**src/rtl/spi_cs_sequencer.sv**
```systemverilog
`default_nettype none
// ============================================================================
// Module   : spi_cs_sequencer
// Brief    : Frames multi-byte SPI transactions under one active-low chip
//            select in front of SPI_Master_MLF. Defining SPI_CS_TIMEOUT_EN
//            adds a producer-stall abort in WAIT_BYTE.
// Revision : 1.0 - initial release
// ============================================================================
module spi_cs_sequencer #(
    parameter int COUNT_W       = 8,
    parameter int CS_LEAD_CLKS  = 2,
    parameter int CS_TRAIL_CLKS = 2,
    parameter int CS_GAP_CLKS   = 4,
    parameter int TIMEOUT_CLKS  = 255
) (
    input  logic               i_clk,
    input  logic               i_rst_n,
    input  logic [COUNT_W-1:0] i_TX_Count,
    input  logic [7:0]         i_TX_Byte,
    input  logic               i_TX_DV,
    output logic               o_TX_Ready,
    output logic               o_RX_DV,
    output logic [7:0]         o_RX_Byte,
    output logic [COUNT_W-1:0] o_RX_Index,
    output logic               o_Busy,
    output logic               o_Timeout,
    output logic [7:0]         o_M_TX_Byte,
    output logic               o_M_TX_DV,
    input  logic               i_M_TX_Ready,
    input  logic               i_M_RX_DV,
    input  logic [7:0]         i_M_RX_Byte,
    output logic               o_SPI_CS_n
);

    typedef enum logic [2:0] {
        S_IDLE      = 3'd0,
        S_CS_LEAD   = 3'd1,
        S_ISSUE     = 3'd2,
        S_WAIT_RX   = 3'd3,
        S_WAIT_BYTE = 3'd4,
        S_CS_TRAIL  = 3'd5,
        S_CS_GAP    = 3'd6
    } state_t;

    // Shared dwell counter is sized for the longest of all programmable delays.
    localparam int C_MAX_A   = (CS_LEAD_CLKS > CS_TRAIL_CLKS) ? CS_LEAD_CLKS : CS_TRAIL_CLKS;
    localparam int C_MAX_B   = (CS_GAP_CLKS > TIMEOUT_CLKS) ? CS_GAP_CLKS : TIMEOUT_CLKS;
    localparam int C_DLY_MAX = (C_MAX_A > C_MAX_B) ? C_MAX_A : C_MAX_B;
    localparam int DLY_W     = $clog2(C_DLY_MAX + 2);

    // Lead and trail each dwell one cycle less than their parameter: the
    // registered o_M_TX_DV / o_SPI_CS_n edge supplies the remaining cycle.
    localparam logic [DLY_W-1:0] C_LEAD_LAST  = (CS_LEAD_CLKS > 1)  ? DLY_W'(CS_LEAD_CLKS - 2)  : '0;
    localparam logic [DLY_W-1:0] C_TRAIL_LAST = (CS_TRAIL_CLKS > 1) ? DLY_W'(CS_TRAIL_CLKS - 2) : '0;
    localparam logic [DLY_W-1:0] C_GAP_LAST   = (CS_GAP_CLKS > 0)   ? DLY_W'(CS_GAP_CLKS - 1)   : '0;
`ifdef SPI_CS_TIMEOUT_EN
    localparam logic [DLY_W-1:0] C_TO_LAST    = (TIMEOUT_CLKS > 0)  ? DLY_W'(TIMEOUT_CLKS - 1)  : '0;
`endif

    state_t             state_q,     state_d;
    logic               cs_n_q,      cs_n_d;
    logic               tx_ready_q,  tx_ready_d;
    logic               busy_q,      busy_d;
    logic               m_tx_dv_q,   m_tx_dv_d;
    logic [7:0]         m_tx_byte_q, m_tx_byte_d;
    logic [COUNT_W-1:0] remaining_q, remaining_d;
    logic [COUNT_W-1:0] index_q,     index_d;
    logic               rx_dv_q,     rx_dv_d;
    logic [7:0]         rx_byte_q,   rx_byte_d;
    logic [COUNT_W-1:0] rx_index_q,  rx_index_d;
    logic [DLY_W-1:0]   dly_q,       dly_d;
`ifdef SPI_CS_TIMEOUT_EN
    logic               timeout_q,   timeout_d;
`endif

    always_comb begin
        state_d     = state_q;
        cs_n_d      = cs_n_q;
        m_tx_dv_d   = 1'b0;
        m_tx_byte_d = m_tx_byte_q;
        remaining_d = remaining_q;
        index_d     = index_q;
        rx_dv_d     = 1'b0;
        rx_byte_d   = rx_byte_q;
        rx_index_d  = rx_index_q;
        dly_d       = dly_q;
`ifdef SPI_CS_TIMEOUT_EN
        timeout_d   = 1'b0;
`endif

        case (state_q)
            S_IDLE: begin
                if (i_TX_DV && (i_TX_Count != '0)) begin
                    m_tx_byte_d = i_TX_Byte;
                    remaining_d = i_TX_Count;
                    index_d     = '0;
                    dly_d       = '0;
                    cs_n_d      = 1'b0;
                    state_d     = S_CS_LEAD;
                end
            end

            S_CS_LEAD: begin
                if (dly_q >= C_LEAD_LAST) begin
                    dly_d   = '0;
                    state_d = S_ISSUE;
                end else begin
                    dly_d = dly_q + DLY_W'(1);
                end
            end

            S_ISSUE: begin
                if (i_M_TX_Ready) begin
                    m_tx_dv_d   = 1'b1;
                    remaining_d = remaining_q - COUNT_W'(1);
                    state_d     = S_WAIT_RX;
                end
            end

            S_WAIT_RX: begin
                // A user strobe arriving here is dropped: o_TX_Ready is low.
                if (i_M_RX_DV) begin
                    rx_dv_d    = 1'b1;
                    rx_byte_d  = i_M_RX_Byte;
                    rx_index_d = index_q;
                    index_d    = index_q + COUNT_W'(1);
                    dly_d      = '0;
                    state_d    = (remaining_q != '0) ? S_WAIT_BYTE : S_CS_TRAIL;
                end
            end

            S_WAIT_BYTE: begin
                if (i_TX_DV) begin
                    m_tx_byte_d = i_TX_Byte;
                    dly_d       = '0;
                    state_d     = S_ISSUE;
                end
`ifdef SPI_CS_TIMEOUT_EN
                else if (dly_q >= C_TO_LAST) begin
                    timeout_d = 1'b1;
                    dly_d     = '0;
                    state_d   = S_CS_TRAIL;
                end else begin
                    dly_d = dly_q + DLY_W'(1);
                end
`endif
            end

            S_CS_TRAIL: begin
                if (dly_q >= C_TRAIL_LAST) begin
                    cs_n_d  = 1'b1;
                    dly_d   = '0;
                    state_d = S_CS_GAP;
                end else begin
                    dly_d = dly_q + DLY_W'(1);
                end
            end

            S_CS_GAP: begin
                if (dly_q >= C_GAP_LAST) begin
                    dly_d   = '0;
                    state_d = S_IDLE;
                end else begin
                    dly_d = dly_q + DLY_W'(1);
                end
            end

            default: begin
                cs_n_d  = 1'b1;
                dly_d   = '0;
                state_d = S_IDLE;
            end
        endcase

        tx_ready_d = (state_d == S_IDLE) || (state_d == S_WAIT_BYTE);
        busy_d     = (state_d != S_IDLE);
    end

    always_ff @(posedge i_clk or negedge i_rst_n) begin
        if (!i_rst_n) begin
            state_q     <= S_IDLE;
            cs_n_q      <= 1'b1;
            tx_ready_q  <= 1'b1;
            busy_q      <= 1'b0;
            m_tx_dv_q   <= 1'b0;
            m_tx_byte_q <= '0;
            remaining_q <= '0;
            index_q     <= '0;
            rx_dv_q     <= 1'b0;
            rx_byte_q   <= '0;
            rx_index_q  <= '0;
            dly_q       <= '0;
`ifdef SPI_CS_TIMEOUT_EN
            timeout_q   <= 1'b0;
`endif
        end else begin
            state_q     <= state_d;
            cs_n_q      <= cs_n_d;
            tx_ready_q  <= tx_ready_d;
            busy_q      <= busy_d;
            m_tx_dv_q   <= m_tx_dv_d;
            m_tx_byte_q <= m_tx_byte_d;
            remaining_q <= remaining_d;
            index_q     <= index_d;
            rx_dv_q     <= rx_dv_d;
            rx_byte_q   <= rx_byte_d;
            rx_index_q  <= rx_index_d;
            dly_q       <= dly_d;
`ifdef SPI_CS_TIMEOUT_EN
            timeout_q   <= timeout_d;
`endif
        end
    end

    assign o_TX_Ready  = tx_ready_q;
    assign o_RX_DV     = rx_dv_q;
    assign o_RX_Byte   = rx_byte_q;
    assign o_RX_Index  = rx_index_q;
    assign o_Busy      = busy_q;
    assign o_M_TX_Byte = m_tx_byte_q;
    assign o_M_TX_DV   = m_tx_dv_q;
    assign o_SPI_CS_n  = cs_n_q;
`ifdef SPI_CS_TIMEOUT_EN
    assign o_Timeout   = timeout_q;
`else
    assign o_Timeout   = 1'b0;
`endif

endmodule

`default_nettype wire

```
**config.mk**
```make
export PLATFORM = sky130hd
export DESIGN_NAME = spi_cs_sequencer
export DESIGN_NICKNAME = d
export VERILOG_FILES = /design/src/rtl/spi_cs_sequencer.sv
export SDC_FILE = /design/constraint.sdc
export NUM_CORES = 1
export LEC_CHECK = 0
export ABC_AREA = 1
export CAP_MARGIN = 20
export CORE_MARGIN = 2
export CORE_UTILIZATION = 51
export DETAILED_ROUTE_END_ITERATION = 10
export HOLD_SLACK_MARGIN = 0.08
export PLACE_DENSITY = 0.79
export SYNTH_ARGS = -nofsm -noshare
export SYNTH_HDL_FRONTEND = slang
export SYNTH_SLANG_ARGS = --single-unit
```
**constraint.sdc**
```tcl
create_clock -name i_clk -period 1.73 [get_ports i_clk]
set_input_delay 0.346 -clock i_clk [delete_from_list [all_inputs] [get_ports i_clk]]
set_output_delay 0.346 -clock i_clk [all_outputs]
set_load 0.05 [all_outputs]
```
* Word level (Yosys, flattened, before mapping)
Cells that the tools add are included.
** Storage, ports and cells
- Register bits :: 57
- Input bits :: 29
- Output and inout bits :: 30
- Word-level logic and storage cells :: 80
** Cells by class
- Add/subtract/negate cells :: 3
- Magnitude comparators :: 2
- Eq/ne operators :: 12
- Mux-type cells :: 31
- Bitwise gates (word level) :: 2
- Reduce and logical (&&, ||, !) cells :: 18
** Operators with widths (count)
- 9-bit case mux with 6 select lines :: 1
- 8-bit 2-to-1 mux :: 6
- 8-bit case mux with 2 select lines :: 3
- 9-bit 2-to-1 mux :: 5
- 3-bit 2-to-1 mux :: 7
- 3-bit case mux with 7 select lines :: 1
- 8-bit nonzero test :: 2
- 3-bit == test (second input constant) :: 4
- 3-bit AND reduction :: 4
- 2-bit inequality test (second input constant) :: 5
- 9-bit by 1-bit adder with 9-bit output (second input constant) :: 1
- 9-bit by 1-bit greater-or-equal comparator with 1-bit output (second input constant) :: 1
- 9-bit by 2-bit greater-or-equal comparator with 1-bit output (second input constant) :: 1
- 8-bit by 1-bit adder with 8-bit output (second input constant) :: 1
- 8-bit by 1-bit subtractor with 8-bit output (second input constant) :: 1
- 1-bit 2-to-1 mux :: 7
- 3-bit by 2-bit == test with 1-bit output (second input constant) :: 2
- 3-bit logical NOT :: 2
- 2-bit nonzero test :: 3
- 5-bit OR reduction :: 1
- 4-bit AND reduction :: 1
- 3-bit by 1-bit == test with 1-bit output (second input constant) :: 1
- 1-bit case mux with 3 select lines :: 1
- 3-bit nonzero test :: 1
- 5 further kinds :: 6

* Longest topological paths before layout
Gate-level depths: netlist (run 1).
- Depth in word-level cells :: 6
- Mapped depth :: 10
- Mapped depth without buffers :: 9

* Worst setup path before layout (run 1)
OpenSTA, ideal clock, no wires.
- Path type :: flip-flop to flip-flop
- From :: register state_q[2]
- To :: register rx_index_q[5], in the netlist o_RX_Index[5]
- Library setup time :: 119 ps
- Data arrival time :: 1189 ps
- Required time :: 1611 ps
- Slack :: 422 ps
- Stages on the path, launching flop included :: 9
- Buffers on the path :: 2
- Clock period less this slack :: 1308 ps
- Cell sequence :: dfrtp_1 buf_4 nor2_8 inv_2 nor2_4 inv_2 buf_6 nand2_2 o21ai_2
** Between the ends
- Cells in the longest elaborated chain, start to end :: 2
** RTL lines
- from (decl) :: RTL line 60 : state_t state_q, state_d;
- from (signal assigned) :: RTL line 197 : state_q <= state_d;
- 3-bit by 2-bit == test with 1-bit output :: RTL line 91 : case (state_q)
- 2-bit AND reduction (no source line)
- to (signal assigned) :: RTL line 207 : rx_index_q <= rx_index_d;
- to (decl) :: RTL line 70 : logic [COUNT_W-1:0] rx_index_q, rx_index_d;
Every way passes these cells.
A chain may end at the register's enable or synchronous reset.

* Worst setup path in the final report (run 1)
- From :: register state_q[0]
- To :: register dly_q[4]
** Between the ends
- Cells in the longest elaborated chain, start to end :: 3
- Elaborated cells between the ends (all ways) :: 14
- Those cells by class :: 9 x eq/ne; 1 x mux; 1 x bitwise; 3 x reduce/logical
** RTL lines
- 3-bit == test (tied with other cells) :: RTL line 91
- 2-bit OR reduction (no source line) (tied with other cells)
- 9-bit case mux with 6 select lines or 4-bit AND reduction (tied branches)
- to (signal assigned) :: RTL line 208 : dly_q <= dly_d;
- to (decl) :: RTL line 71 : logic [DLY_W-1:0] dly_q, dly_d;
Parallel ways exist; a longest one is shown, timed or not.

==> results of run 1 <==
per-layer routing:
layer  track usage [%]  vias to the layer above
li1                  -                     1236
met1              28.4                     1142
met2              37.2                       38
met3              5.11                       10
met4              10.5                        0
met5                 0                        -
flip-flops by register name, indices dropped and copies added (netlist names):
signal and cells:
o_RX_Index 8, index_q 8, remaining_q 8, dly_q 9, o_Busy 1, o_SPI_CS_n 1, o_M_TX_Byte 8, o_TX_Ready 1
o_RX_Byte 8, o_M_TX_DV 1, state_q 3, o_RX_DV 1
metrics by stage:
step	setup WS (ns)	setup TNS, ns	std cells	instance area, sq um	utilization, %
6_report	0.272	0	500	3680	67.6
5_1_grt	0.109	0	500	3680	67.6
4_1_cts	0.268	0	500	3680	67.6
3_5_place_dp	-0.0145	-0.0716	483	3480	64.0
3_3_place_gp	0.0211	0	483	3480	64.0
2_1_floorplan	0.422	0	352	2850	-
worst min-delay path by stage:
stage	startpoint	cells past startpoint	end
after global placement	i_rst_n	1	o_M_TX_Byte[5]$_DFFE_PN0P_
after CTS	o_RX_Byte[7]$_DFFE_PN0P_	2	o_RX_Byte[7]$_DFFE_PN0P_
after global routing	o_RX_Byte[2]$_DFFE_PN0P_	2	o_RX_Byte[2]$_DFFE_PN0P_
after floorplan	i_rst_n	0	dly_q[0]$_DFFE_PN0P_
final	o_RX_Byte[3]$_DFFE_PN0P_	2	o_RX_Byte[3]$_DFFE_PN0P_
after detailed placement	i_rst_n	1	o_M_TX_Byte[5]$_DFFE_PN0P_
kinds of logic (layout without fill, tap and decap cells):
logic type,after synthesis,count (layout),synth area share (%)
adders and majority gates,4,4,1.76
DFF,57,57,50.2
and+or+nand+nor,209,209,32.9
other,1,1,0.132
AOI/OAI and AO/OA,29,29,6.41
buffers and inverters,52,128,8.61
power groups by stage:
| stage | clock (uW) | combinational [uW] | sequential (uW) |
|---|---|---|---|
| after global placement | 0 | 3240 | 2060 |
| after CTS | 1220 | 3310 | 2060 |
| after global routing | 1290 | 3570 | 2100 |
| after detailed placement | 0 | 3300 | 2080 |
| after floorplan | 0 | 1560 | 2880 |
| final | 1190 | 3290 | 2060 |
final cells by class:
type / count / area (sq um) / share of cell area (%)
timing repair buffer: 69 / 636 / 17.3
clock buffer: 10 / 128 / 3.47
multi-input combinational: 243 / 1170 / 31.9
clock inverter: 6 / 58.8 / 1.60
tap: 72 / 90.1 / 2.45
sequential: 57 / 1430 / 38.9
inverter: 43 / 161 / 4.39
repair_timing:
action,CTS,global route
endpoints found under the setup margin,0,0
hold buffers,1,0
endpoints found under the hold margin,15,0
critical path, delay by kind of cell, from the launching register on:
kind          cells  cell delay (ns)
simple gates      6             0.64
buf+inv           3             0.32
flops             1             0.41
placed cells by master, fill, tap and decap left out, drive strengths merged, types with 4 or more instances in the layout:
| master | n |
|---|---|
| buf | 41 |
| clkbuf | 10 |
| clkdlybuf4s50 | 27 |
| clkinv | 5 |
| dfrtp | 55 |
| ha | 4 |
| inv | 43 |
| nand2 | 128 |
| nand3 | 37 |
| nand4 | 5 |
| nor2 | 36 |
| o21ai | 28 |
synthesized netlist by cell type:
master	instances
nand2_1	116
dfrtp_1	55
inv_1	37
nand3_1	36
nor2_1	32
o21ai_0	14
nand2_2	10
o21ai_2	10
inv_2	6
buf_4	4
ha_1	4
nand4_1	4
o21ai_1	4
buf_6	3
dfstp_2	2
nand2_4	2
nand3b_1	2
nor2_4	2
a21oi_1	1
and2_1	1
buf_2	1
buf_8	1
conb_1	1
nand3_2	1
nand4_2	1
nor2_2	1
nor2_8	1
==> metrics.yaml, run 1 <==
outcome:
  outcome: "finished, final reports clean"
power_and_ir_drop:
  clkPwrFrac_pct: 18.3
  p_total_uw: 6540
  p_per_area_mw_per_mm2: 1780
  peakVddDrop_mv: 1.11
  p_sw_uw: 3070
  seq_power_share_pct: 31.4
  leakage_uw: 0.00192
  p_int_uw: 3470
  switching_share_pct: 46.9
  pwr-share-comb_pct: 50.3
worst_setup_path:
  crit_arrival_ns: 1.72
  timing.rr.start: "state_q[0]$_DFF_PN0_"
  r2r-end: "dly_q[4]$_DFFE_PN0P_"
  reg2reg_depth: 9
  cp_slowest_cell: "dfrtp_1"
  path_max_fanout: 7
  r2r_slack_ns: 0.27
  path_cells: "inv_2, nand2_1, nor2_2, inv_2, nand2_1, nor2_1, nand2_1, inv_2, nor2_1"
  criticalPathCategory: "flip-flop to flip-flop"
  endpoint_kind: "flip-flop"
  endpoint: "dly_q[4]$_DFFE_PN0P_"
  critPathLaunch: "state_q[0]$_DFF_PN0_"
  max_stage_delay_ns: 0.41
  worstPathRequired_ns: 1.99
  startpoint_type: "flip-flop"
drt:
  drt_iter0_markers: 147
  top_layer: "met4"
  vias_per_cell: 4.85
  vias: 2426
  routed-wl-met3_um: 190
  drt-met1-wl_um: 2910
  wl_met2_um: 3150
  postRouteAntennaNets: 0
  routed_wl_um: 6350
  post-route-drc-count: 0
  drtPass1Iterations: 4
  avgRoutedWirePerCell_um: 12.7
placed_design:
  dp_hpwl_um: 4670
  gp_congestion: 0.859
  io_buffer_count: 57
cts:
  htreeDepth: 3
  root_buffer: "clkbuf_8"
  cts_resized: 0
  clock_sinks: 57
  path_clk_slew_ns: 0.07
  numCtsBuffers: 9
  cts_tree: "yes"
  postCtsSetupRepairBufs: 0
  cts_buffer_depth: 2
  clk_latency_ns: 0.34
worst_hold_path:
  hp-class: "flip-flop to flip-flop"
cells_and_area:
  final.fill_count: 460
  area_growth_pct: 29.1
  layout.nets: 456
  drive_gt1_share_pct: 21.5
  antenna_cells: 0
yosys:
  seq_area_frac_synth_pct: 50.2
  synth.distinct_cells: 27
  synth_area_leaders: "dfrtp_1 (48%), nand2_1 (15%), nand3_1 (6.3%)"
  yosysTopAreaCellShare_pct: 48.3
  yosys.area.top_type: "dfrtp_1"
  ys_ff_latch: 57
  syn_nets: 385
  syn_avg_cell_area_sq_um: 8.09
  netlist_area_sq_mm: 0.00285
  yosys_warnings: 0
  netlist_instances: 352
sta:
  whs_ns: 0.475
  drv_slew: 0
  clock.fmax_mhz: 686
  skew_ns: 0.00505
  finalCritPeriodShare_pct: 84.3
  hold_viol: 0
  post-route-min-period_ns: 1.46
  finalSetupViolations: 0
  rsz0062_at_grt: "false"
grt:
  grt_max_degree: 24
  grt_pass1_wl_um: 10900
  overflow: 0
  grt_antenna_before_repair: 0
  grt_usage_pct: 22.6
  grt_pass1_vias: 2440
floorplan:
  initial_core_util_pct: 52.4
  dieHeight_um: 78.7
  core-area_sq_mm: 0.00544
  die_w_um: 78.7
  io_pins: 59
  die-area_sq_mm: 0.00620
  placement_rows: 27
run:
  cap_violations: 0
Power figures use the tool's default switching activity.
==> run 2, diff against run 1 <==
Settings changed: CORE_UTILIZATION 51 to 46, PLACE_DENSITY 0.79 to 0.75.
Clock period 1.73 ns to 1.2 ns, I/O delays scaled along.
==> run 2 against run 1 <==
Net effect:
- the flow now finishes with violations (setup timing)
- non-clock buffer count increased by 33
- largest power group unchanged
- clock power up 51%
- core utilization grew 11 points
- global-route usage grew 1.9 points
- final cell count is 7.2% higher
- via count increased by 14%
- largest cell class is now multi-input combinational cells
==> metrics.yaml, run 2 (same netlist as run 1, synthesis figures left out) <==
placed_design:
  gp_congestion: 0.884
  dpl_cell_area_sq_mm: 0.00404
  io_buffer_count: 57
  dp_slack_ns: -0.502
  dp_hpwl_um: 5130
run:
  cap_violations: 0
floorplan:
  core-area_sq_mm: 0.00596
  die-area_sq_mm: 0.00684
  dieHeight_um: 82.7
  io_pins: 59
  placement_rows: 28
  die_w_um: 82.7
  initial_core_util_pct: 47.8
power_and_ir_drop:
  peakVddDrop_mv: 2.23
  switching_share_pct: 44.1
  leakage_uw: 0.00228
  p_int_uw: 6860
  p_sw_uw: 5410
  p_total_uw: 12300
  p_per_area_mw_per_mm2: 2630
  clkPwrFrac_pct: 14.6
  pwr-share-comb_pct: 58.9
  seq_power_share_pct: 26.4
sta:
  rsz0062_at_grt: "true"
  post-route-min-period_ns: 1.45
  finalCritPeriodShare_pct: 120
  skew_ns: 0.0122
  clock.fmax_mhz: 692
  whs_ns: 0.434
  drv_slew: 0
  finalSetupViolations: 59
  fin_tns_setup_ns: -10.00
  fin_ws_ns: -0.246
  hold_viol: 0
cells_and_area:
  final_common_cell: "nand2_1"
  area_growth_pct: 63.9
  final.fill_count: 376
  layout.nets: 490
  layout_common_cells: "nand2_1 (90), dfrtp_1 (43), inv_1 (34), buf_12 (34), buf_4 (31)"
  drive_gt1_share_pct: 40.8
  largest_register_ffs: 9
  top_register: "dly_q"
  final_area_sq_mm: 0.00467
  antenna_cells: 0
cts:
  cts_tree: "yes"
  numCtsBuffers: 9
  root_buffer: "clkbuf_8"
  htreeDepth: 3
  cts_buffer_depth: 2
  clk_latency_ns: 0.34
  path_clk_slew_ns: 0.07
  clock_sinks: 57
outcome:
  outcome: "finished, violations left"
  violations: "setup timing"
grt:
  grt_pass1_vias: 2661
  overflow: 0
  grt_usage_pct: 24.5
  grt_max_degree: 58
  grt_pass1_wl_um: 12400
  grt_antenna_before_repair: 0
worst_setup_path:
  crit_arrival_ns: 1.65
  path_max_fanout: 7
  startpoint_type: "flip-flop"
  criticalPathCategory: "flip-flop to flip-flop"
  endpoint: "index_q[2]$_DFFE_PN0P_"
  cp_slowest_cell: "dfrtp_1"
  r2r-end: "index_q[2]$_DFFE_PN0P_"
  critPathLaunch: "state_q[0]$_DFF_PN0_"
  r2r_slack_ns: -0.25
  reg2reg_depth: 8
  endpoint_kind: "flip-flop"
  worstPathRequired_ns: 1.41
  timing.rr.start: "state_q[0]$_DFF_PN0_"
  path_common_cell: "inv_2"
  max_stage_delay_ns: 0.43
  path_cells: "inv_2, nand2_2, nor2_4, o21ai_2, inv_2, nand2_4, nand2_1, o21ai_1"
drt:
  drtPass1Iterations: 4
  postRouteAntennaNets: 0
  post-route-drc-count: 0
  drt_iter0_markers: 161
  avgRoutedWirePerCell_um: 15.5
  routed_wl_um: 8300
  vias_per_cell: 5.15
  vias: 2761
worst_hold_path:
  hp-class: "input pin to asynchronous set/reset pin"
-- run 2: changes by cell type in the layout (fill, tap and decap cells not counted), sizes merged --
cell	change
nand2	+1
clkinv	-3
buf	+32
clkbuf	+3
-- run 2: stage by stage --
stage / utilization (%) / instances
2_1_floorplan: - / 352
3_3_place_gp: 67.8 / 508
4_1_cts: 74.4 / 531
3_5_place_dp: 67.8 / 508
5_1_grt: 78.4 / 536
6_report: 78.4 / 536
-- run 2: final cells by class --
class                           instances  area [sq um]  area share [%]
Multi-Input combinational cell        244          1460            31.3
Timing Repair Buffer                  102          1310            28.1
Clock inverter                          3          40.0           0.857
Tap cell                               75          93.8            2.01
Clock buffer                           12           155            3.32
Inverter                               43           164            3.51
Sequential cell                        57          1440            30.9
-- run 2: power groups by stage --
| stage | clock (uW) | sequential (uW) | combinational (uW) |
|---|---|---|---|
| after floorplan | 0 | 4150 | 2290 |
| after global placement | 0 | 3110 | 6010 |
| after detailed placement | 0 | 3140 | 6180 |
| after CTS | 1820 | 3160 | 6600 |
| after global routing | 1910 | 3310 | 7690 |
| final | 1800 | 3240 | 7230 |
-- run 2: repair_timing --
item / in CTS / in global routing
pin swaps: 18 / 11
hold buffers: 1 / 0
endpoints found under the hold margin: 55 / 0
setup buffers: 6 / 4
setup endpoints to repair: 58 / 63
gates resized for setup: 39 / 58
cloned: 1 / 1
-- run 2: worst min path at each step --
| stage | from | end |
|---|---|---|
| 2_1_floorplan | i_rst_n | dly_q[0]$_DFFE_PN0P_ |
| 3_3_place_gp | i_rst_n | dly_q[6]$_DFFE_PN0P_ |
| 3_5_place_dp | i_rst_n | dly_q[4]$_DFFE_PN0P_ |
| 4_1_cts | i_TX_Byte[3] | o_M_TX_Byte[3]$_DFFE_PN0P_ |
| 5_1_grt | i_TX_Byte[2] | o_M_TX_Byte[2]$_DFFE_PN0P_ |
| 6_report | i_rst_n | remaining_q[1]$_DFFE_PN0P_ |
-- run 2: worst max-delay path: cells and delay by family (launching register included) --
kind / cells / cell delay, ns
and+or+nand+nor: 4 / 0.47
DFF: 1 / 0.43
AOI/OAI and AO/OA: 2 / 0.17
buffers and inverters: 2 / 0.25
-- run 2: per-layer routing --
metal | part of all wire, % | global-route usage [%] | routed length, um
met2 | 52 | 42.1 | 4340
met5 | 0 | 0 | 0
met1 | 39 | 29.3 | 3220
met3 | 6.5 | 6.96 | 541
met4 | 2.4 | 8.52 | 199
==> run 3, diff against run 2 <==
Settings changed: CORE_UTILIZATION 46 to 51, PLACE_DENSITY 0.75 to 0.79.
Clock period 1.2 ns to 1.45 ns, I/O delays scaled along.
==> run 3 against run 2 <==
Net effect:
- the flow still finishes with violations (setup timing)
- sequential share of layout area grew 2.5 points
- die area is 9.3% lower
- core utilization is 0.18 points higher
- sequential power fell by 18%
- clock skew shrank 0.0014 ns
- worst setup slack better by 0.24 ns
- routed wire length down 14%
- clock power shrank 11%
- global-route usage rose by 0.36 points
- total power down 23%
- final cell count down 4.3%
==> metrics.yaml, run 3 (same netlist as run 1, synthesis figures left out) <==
sta:
  finalSetupViolations: 3
  post-route-min-period_ns: 1.46
  clock.fmax_mhz: 685
  fin_tns_setup_ns: -0.0111
  drv_slew: 0
  fin_ws_ns: -0.0103
  rsz0062_at_grt: "true"
  finalCritPeriodShare_pct: 101
  skew_ns: 0.0107
  hold_viol: 0
cells_and_area:
  antenna_cells: 0
  layout.nets: 470
  largest_register_ffs: 9
  final_common_cell: "nand2_1"
  drive_gt1_share_pct: 27.9
  utilization_pct: 78.6
  layout_common_cells: "nand2_1 (109), dfrtp_1 (54), inv_1 (36), buf_12 (32), nor2_1 (31)"
  final_area_sq_mm: 0.00427
  top_register: "dly_q"
  area_growth_pct: 50.0
cts:
  root_buffer: "clkbuf_8"
  htreeDepth: 3
  cts_buffer_depth: 2
  path_clk_slew_ns: 0.07
  clk_latency_ns: 0.35
  cts_tree: "yes"
  numCtsBuffers: 9
  clock_sinks: 57
worst_setup_path:
  r2r_slack_ns: -0.01
  crit_arrival_ns: 1.69
  endpoint_kind: "flip-flop"
  r2r-end: "remaining_q[5]$_DFFE_PN0P_"
  criticalPathCategory: "flip-flop to flip-flop"
  path_max_fanout: 7
  timing.rr.start: "state_q[0]$_DFF_PN0_"
  startpoint_type: "flip-flop"
  reg2reg_depth: 8
  worstPathRequired_ns: 1.68
floorplan:
  die_w_um: 78.7
  placement_rows: 27
  initial_core_util_pct: 52.4
  dieHeight_um: 78.7
  io_pins: 59
  die-area_sq_mm: 0.00620
  core-area_sq_mm: 0.00544
drt:
  routed_wl_um: 7130
  avgRoutedWirePerCell_um: 13.9
  drtPass1Iterations: 5
  post-route-drc-count: 0
  postRouteAntennaNets: 0
  vias: 2598
  vias_per_cell: 5.06
  drt_iter0_markers: 147
power_and_ir_drop:
  leakage_uw: 0.00212
  clkPwrFrac_pct: 17.0
  p_per_area_mw_per_mm2: 2200
  seq_power_share_pct: 28.1
  p_total_uw: 9410
  pwr-share-comb_pct: 54.9
  switching_share_pct: 43.8
  p_sw_uw: 4120
  p_int_uw: 5290
  peakVddDrop_mv: 1.36
placed_design:
  dp_hpwl_um: 4910
  dpl_cell_area_sq_mm: 0.00389
  io_buffer_count: 57
  gp_congestion: 0.874
grt:
  grt_pass1_vias: 2637
  grt_antenna_before_repair: 0
  overflow: 0
  grt_pass1_wl_um: 11900
  grt_max_degree: 58
  grt_usage_pct: 24.8
outcome:
  violations: "setup timing"
  outcome: "finished, violations left"
run:
  cap_violations: 0
worst_hold_path:
  hp-class: "input pin to asynchronous set/reset pin"
[run 3: metrics by stage]
step | std cells | setup slack [ns] | hold WS (ns)
after floorplan | 352 | 0.142 | -0.00559
after global routing | 513 | -0.0460 | 0.496
after global placement | 491 | -0.203 | 0.313
after CTS | 507 | 0.00178 | 0.477
final | 513 | -0.0103 | 0.456
after detailed placement | 491 | -0.250 | 0.316
[run 3: layer usage]
metal	global-route usage, %	part of all wire (%)
met2	40.7	52
met5	0	0
met1	30.5	41
met4	11.1	2.5
met3	7.27	4.3
[run 3: power groups by stage]
stage	combinational [uW]	clock, uW	sequential, uW
global placement	4660	0	2610
detailed placement	4780	0	2620
floorplan	1860	0	3430
CTS	4820	1620	2600
global route	5540	1690	2700
finish	5160	1600	2650
[run 3: layout make-up]
type	instances	area, sq um
flip-flops and latches	57	1430
multi-input cells	244	1280
clock buffers	10	128
inverters	43	164
clock inverters	5	81.3
fillers	345	1160
repair buffers	82	1100
well taps	72	90.1
[run 3: critical path, cell delays in order (launching register included)]
cell     delay, ns
dfrtp_1       0.42
inv_2         0.10
buf_6         0.11
nand2_4       0.06
nor2_4        0.17
nand3_4       0.17
buf_6         0.19
nand3_4       0.06
nand2_2       0.05
[run 3: what timing repair did]
item / CTS / global route
resized for setup: 1 / 32
setup buffers: 0 / 5
cloned: 0 / 1
pin swaps: 0 / 11
endpoints found under the hold margin: 55 / 0
hold buffers: 1 / 0
setup endpoints to repair: 2 / 47
[run 3: worst max path at each step]
| stage | cells past startpoint | startpoint | end | slack [ns] |
|---|---|---|---|---|
| after floorplan | 8 | state_q[2]$_DFF_PN0_ | o_RX_Index[5]$_DFFE_PN0P_ | 0.14 |
| after global placement | 9 | i_TX_Count[6] | o_M_TX_Byte[3]$_DFFE_PN0P_ | -0.20 |
| after detailed placement | 9 | i_TX_Count[6] | o_M_TX_Byte[3]$_DFFE_PN0P_ | -0.25 |
| after CTS | 8 | state_q[2]$_DFF_PN0_ | o_RX_Byte[0]$_DFFE_PN0P_ | 0.002 |
| after global routing | 8 | state_q[0]$_DFF_PN0_ | o_TX_Ready$_DFF_PN1_ | -0.05 |
| final | 8 | state_q[0]$_DFF_PN0_ | remaining_q[5]$_DFFE_PN0P_ | -0.01 |
